### config.mk
export PLATFORM = sky130hd
export DESIGN_NAME = sha_job_controller
export DESIGN_NICKNAME = d
export VERILOG_FILES = /design/src/rtl/sha_job_controller.sv
export SDC_FILE = /design/constraint.sdc
export NUM_CORES = 1
export LEC_CHECK = 0
export ABC_AREA = 1
export CAP_MARGIN = 10
export CORE_AREA = 2 2 625 627
export CTS_CLUSTER_SIZE = 12
export DETAILED_ROUTE_END_ITERATION = 8
export DIE_AREA = 0 0 627 629
export PLACE_DENSITY_LB_ADDON = 0.2
export SETUP_SLACK_MARGIN = 0.4
export SYNTH_ARGS = -nofsm -noshare
export SYNTH_HDL_FRONTEND = slang
export SYNTH_SLANG_ARGS = --single-unit
### constraint.sdc
create_clock -name clk -period 5.2 [get_ports clk]
set_input_delay 1.04 -clock clk [delete_from_list [all_inputs] [get_ports clk]]
set_output_delay 1.04 -clock clk [all_outputs]
set_load 0.05 [all_outputs]
### src/rtl/sha_job_controller.sv
// sha_job_controller: job sequencer in front of sha_block.
// Accepts a job, drives clear/solve/report phases, returns the result.
//
// Ports:
//   clk, rst                 clock, synchronous active-high reset
//   job_valid/job_ready      job handshake; job_mid/job_head carry the job
//   abort                    cancel the job in SOLVE or drop it in REPORT
//   midState/headData        registered job data to sha_block
//   loadState/solveEn        sha_block control (Moore, from state)
//   sha_flag/sha_nonce       golden-nonce report from sha_block
//   res_valid/res_ready      result handshake; res_found/res_nonce payload
//   busy                     state is not IDLE
//   found_cnt                wrapping count of delivered found results
module sha_job_controller #(
    parameter int unsigned NCORE        = 2,
    parameter int unsigned MAX_ROUNDS   =
        32'(64'd4294967296 / 64'(NCORE)),
    parameter int unsigned FLAG_HOLDOFF = 64
) (
    input  logic         clk,
    input  logic         rst,
    input  logic         job_valid,
    output logic         job_ready,
    input  logic [255:0] job_mid,
    input  logic [511:0] job_head,
    input  logic         abort,
    output logic [255:0] midState,
    output logic [511:0] headData,
    output logic         loadState,
    output logic         solveEn,
    input  logic         sha_flag,
    input  logic [31:0]  sha_nonce,
    output logic         res_valid,
    input  logic         res_ready,
    output logic         res_found,
    output logic [31:0]  res_nonce,
    output logic         busy,
    output logic [15:0]  found_cnt
);

    localparam logic [1:0] S_IDLE   = 2'd0;
    localparam logic [1:0] S_LOAD   = 2'd1;
    localparam logic [1:0] S_SOLVE  = 2'd2;
    localparam logic [1:0] S_REPORT = 2'd3;

    localparam logic [31:0] LAST_RND = 32'(MAX_ROUNDS - 1);
    localparam logic [37:0] HOLD     = 38'(FLAG_HOLDOFF);

    logic [1:0]  state;
    logic [1:0]  state_nxt;
    logic [5:0]  cyc;
    logic [31:0] rnd;
    logic [37:0] elapsed;

    logic is_idle;
    logic is_load;
    logic is_solve;
    logic is_report;

    logic accept;
    logic flag_ok;
    logic last_cyc;
    logic take_found;
    logic take_exh;
    logic res_done;

    // State decodes drive every Moore output.
    assign is_idle   = (state == S_IDLE);
    assign is_load   = (state == S_LOAD);
    assign is_solve  = (state == S_SOLVE);
    assign is_report = (state == S_REPORT);

    assign job_ready = is_idle && !rst;
    assign busy      = !is_idle;
    assign loadState = is_solve;
    assign solveEn   = is_solve;
    assign res_valid = is_report;

    assign accept = job_valid && job_ready;

    // Elapsed SOLVE cycles: round*64 + cycle, exact in 38 bits.
    assign elapsed  = {rnd, cyc};
    assign flag_ok  = sha_flag && (elapsed >= HOLD);
    assign last_cyc = (rnd == LAST_RND) && (cyc == 6'd63);

    // SOLVE exit priority: abort, then flag, then exhaustion.
    assign take_found = is_solve && !abort && flag_ok;
    assign take_exh   = is_solve && !abort && !flag_ok
                        && last_cyc;

    // Handshake completes only if abort is not dropping it.
    assign res_done = is_report && !abort && res_ready;

    always_comb begin
        state_nxt = state;
        unique case (1'b1)
            is_idle: begin
                if (accept)
                    state_nxt = S_LOAD;
            end
            is_load: begin
                state_nxt = S_SOLVE;
            end
            is_solve: begin
                if (abort)
                    state_nxt = S_IDLE;
                else if (take_found || take_exh)
                    state_nxt = S_REPORT;
            end
            is_report: begin
                if (abort || res_ready)
                    state_nxt = S_IDLE;
            end
            default: state_nxt = S_IDLE;
        endcase
    end

    always_ff @(posedge clk) begin
        if (rst)
            state <= S_IDLE;
        else
            state <= state_nxt;
    end

    // Job data is only ever updated at acceptance.
    always_ff @(posedge clk) begin
        if (rst) begin
            midState <= '0;
            headData <= '0;
        end else if (accept) begin
            midState <= job_mid;
            headData <= job_head;
        end
    end

    // Cycle/round counters; cycle wraps 63->0 and bumps the round.
    always_ff @(posedge clk) begin
        if (rst) begin
            cyc <= '0;
            rnd <= '0;
        end else if (accept) begin
            cyc <= '0;
            rnd <= '0;
        end else if (is_solve) begin
            cyc <= cyc + 6'd1;
            if (cyc == 6'd63)
                rnd <= rnd + 32'd1;
        end
    end

    // Result payload, held through REPORT until the next exit.
    always_ff @(posedge clk) begin
        if (rst) begin
            res_found <= 1'b0;
            res_nonce <= '0;
        end else if (take_found) begin
            res_found <= 1'b1;
            res_nonce <= sha_nonce;
        end else if (take_exh) begin
            res_found <= 1'b0;
            res_nonce <= '0;
        end
    end

    always_ff @(posedge clk) begin
        if (rst)
            found_cnt <= '0;
        else if (res_done && res_found)
            found_cnt <= found_cnt + 16'd1;
    end

endmodule
==> impl_metrics.json <==
{
  "synth.distinct_cells": 38,
  "cts_buffer_depth": 4,
  "yosys_warnings": 0,
  "numCtsBuffers": 124,
  "area_delta_synth_final_pct": 92.4,
  "grt_max_degree": 173,
  "cp_top_family": "buffers and inverters",
  "ios": 1628,
  "vias": 29100,
  "crit_path_top_delay_cell": "clkdlybuf4s50_1",
  "cts_hold_repair.buffers": 0,
  "arrival_ns": 2.72,
  "antenna_found_initial": 142,
  "clkLatencyLatePin_ns": 0.88,
  "final.fill_count": 43500,
  "top_layer_used": "met5",
  "grtUsageTotal_pct": 12.9,
  "core_um2": 388000,
  "required_ns": 4.16,
  "layout.area.seq_um2": 17200,
  "grt_setup_unrepaired": "no",
  "synthFlopType": "dfxtp_1",
  "htree_levels": 3,
  "slew_headroom_pct": 24.1,
  "synthesis.nets": 3237,
  "setup_viol": 0,
  "powerDensity_nw_per_um2": 526,
  "cts.clk_slew.worst_paths_ns": 0.05,
  "place_hpwl_um": 220000,
  "start_kind": "flop",
  "netlist_instances": 2425,
  "synth_edf_count": 0,
  "placed_area_um2": 50600,
  "avgSynthCellArea_um2": 11.8,
  "worst_pin_slew_ns": 1.14,
  "critPathMaxFanout": 7,
  "setup_tns_ns": 0,
  "initial_utilization_pct": 7.37,
  "die_y_um": 629,
  "ant_nets": 0,
  "hold_viol_final": 0,
  "fp.dieW_um": 627,
  "multiInputGateArea_um2": 9910,
  "netlist.area_leader.share_pct": 60.1,
  "drc": 0,
  "final_cell_mix": "clkdlybuf4s50_1, dfxtp_1, a32o_1, nand2_1, clkbuf_16",
  "final_common_cell": "clkdlybuf4s50_1",
  "p_leak_nw": 17.7,
  "cts_resized": 0,
  "cpPeakStageDelay_ns": 1.09,
  "cts_tree": "yes",
  "ys_seq_elements": 857,
  "gp_congestion": 0.919,
  "vias_per_cell": 3.14,
  "crit_buf_inv": 2,
  "cts_setup_buffers": 0,
  "wire_per_inst_um": 28.8,
  "grt_first_pass_wirelength_um": 332000,
  "clock_sinks": 857,
  "yosysSeqAreaShare_pct": 60.1,
  "min_period_ns": 3.76,
  "criticalPathCategory": "reg -> out",
  "cp_cell_sequence": "inv_2, nor2_2, clkdlybuf4s50_1",
  "status": "completed",
  "grt_pass1_vias": 28700,
  "worstHoldPathType": "reg -> reg",
  "crit_path_end_kind": "output pin",
  "slew_violations": 0,
  "io_buffers": 1627,
  "fmax_mhz": 266,
  "ir_worst_vdd_mv": 0.303,
  "mappedNetlistArea_um2": 28600,
  "skew_ns": 0.0769,
  "synth_top_area_cell": "dfxtp_1",
  "root_buffer": "clkbuf_16",
  "wl_um": 267000,
  "cap_violations": 0,
  "ys_top_cells_by_area": "dfxtp_1, a32o_1, clkbuf_1",
  "route.met3.wl_um": 22300,
  "wl_met2_um": 125000,
  "drt-initial-drc-count": 2143,
  "grt_remaining_overflow": 0,
  "die_area_um2": 394000,
  "drtPass1Iterations": 5,
  "rows": 229,
  "min_period_over_period_pct": 72.3,
  "met1_length_um": 113000,
  "async_flop_share_pct": 0,
  "drive_gt1_share_pct": 6.43,
  "design_area_um2": 55000,
  "fin_nets": 4748
}
logic make-up after synthesis:
logic type,synth area share (%)
AO/OA/AOI/OAI,28.7
flip-flops,60.1
buffers and inverters,5.24
AND/OR/NAND/NOR,5.34
XOR/XNOR,0.368
adder cells (fa/ha/maj),0.263
through the flow:
step           hold slack [ns]  instances  worst slack [ns]  power, W  utilization (%)
3_5_place_dp             0.453       9007              1.29    0.0202             13.0
2_1_floorplan            0.457       2425              2.04    0.0148                -
4_1_cts                  0.466       9225              1.28    0.0297             14.1
3_3_place_gp             0.447       9007              1.33    0.0202             13.0
6_report                 0.462       9270              1.44    0.0289             14.2
5_1_grt                  0.472       9229              1.30    0.0300             14.2
cells in the mapped netlist (3+ instances only):
master    instances
a21oi_1          69
a32o_1          768
buf_1            12
buf_2            89
buf_6            11
clkbuf_1        160
dfxtp_1         857
ha_1              6
inv_1            64
inv_2             5
nand2_1         148
nand2_2           3
nand3_1          60
nand3b_1          3
nand4_1          13
nor2_1           70
nor2_2            4
nor2_4            3
nor3_1           21
nor3b_1           4
nor4_1            5
o21ai_0          19
xor2_1           10
sequential cells by signal, summed over array words and instances (netlist names):
name	cells
state	2
midState	256
found_cnt	16
headData	512
res_found	1
cyc	6
rnd	32
res_nonce	32
worst paths after layout:
check                           slack, ns            end     startpoint  cells after the start
worst max-delay path                 1.44        solveEn       state[1]                      3
worst min-delay path                 0.46  midState[249]  midState[249]                      1
worst max register to register       2.17   midState[43]       state[1]                      6
worst min register to register       0.46  midState[249]  midState[249]                      1
cell type report:
cell class | count | share of cell area [%]
sequential | 857 | 31.2
timing repair buffer | 1659 | 30.4
multi-input combinational | 1223 | 18.0
tap | 5197 | 11.8
clock buffer | 172 | 6.52
clock inverter | 46 | 1.26
inverter | 71 | 0.499
antenna | 45 | 0.205
layer usage:
| layer | vias up | global-route usage, % |
|---|---|---|
| met2 | 1296 | 21.3 |
| li1 | 12800 | - |
| met4 | 58 | 3.29 |
| met1 | 14600 | 15.9 |
| met5 | - | 0 |
| met3 | 335 | 4.46 |
power by group:
part / switching, W / internal [W] / total, W
clock: 0.00359 / 0.00551 / 0.00910
combinational: 0.00770 / 0.00348 / 0.0112
sequential: 0.000825 / 0.00781 / 0.00864
total: 0.0121 / 0.0168 / 0.0289
(Power assumes the default switching activity.)
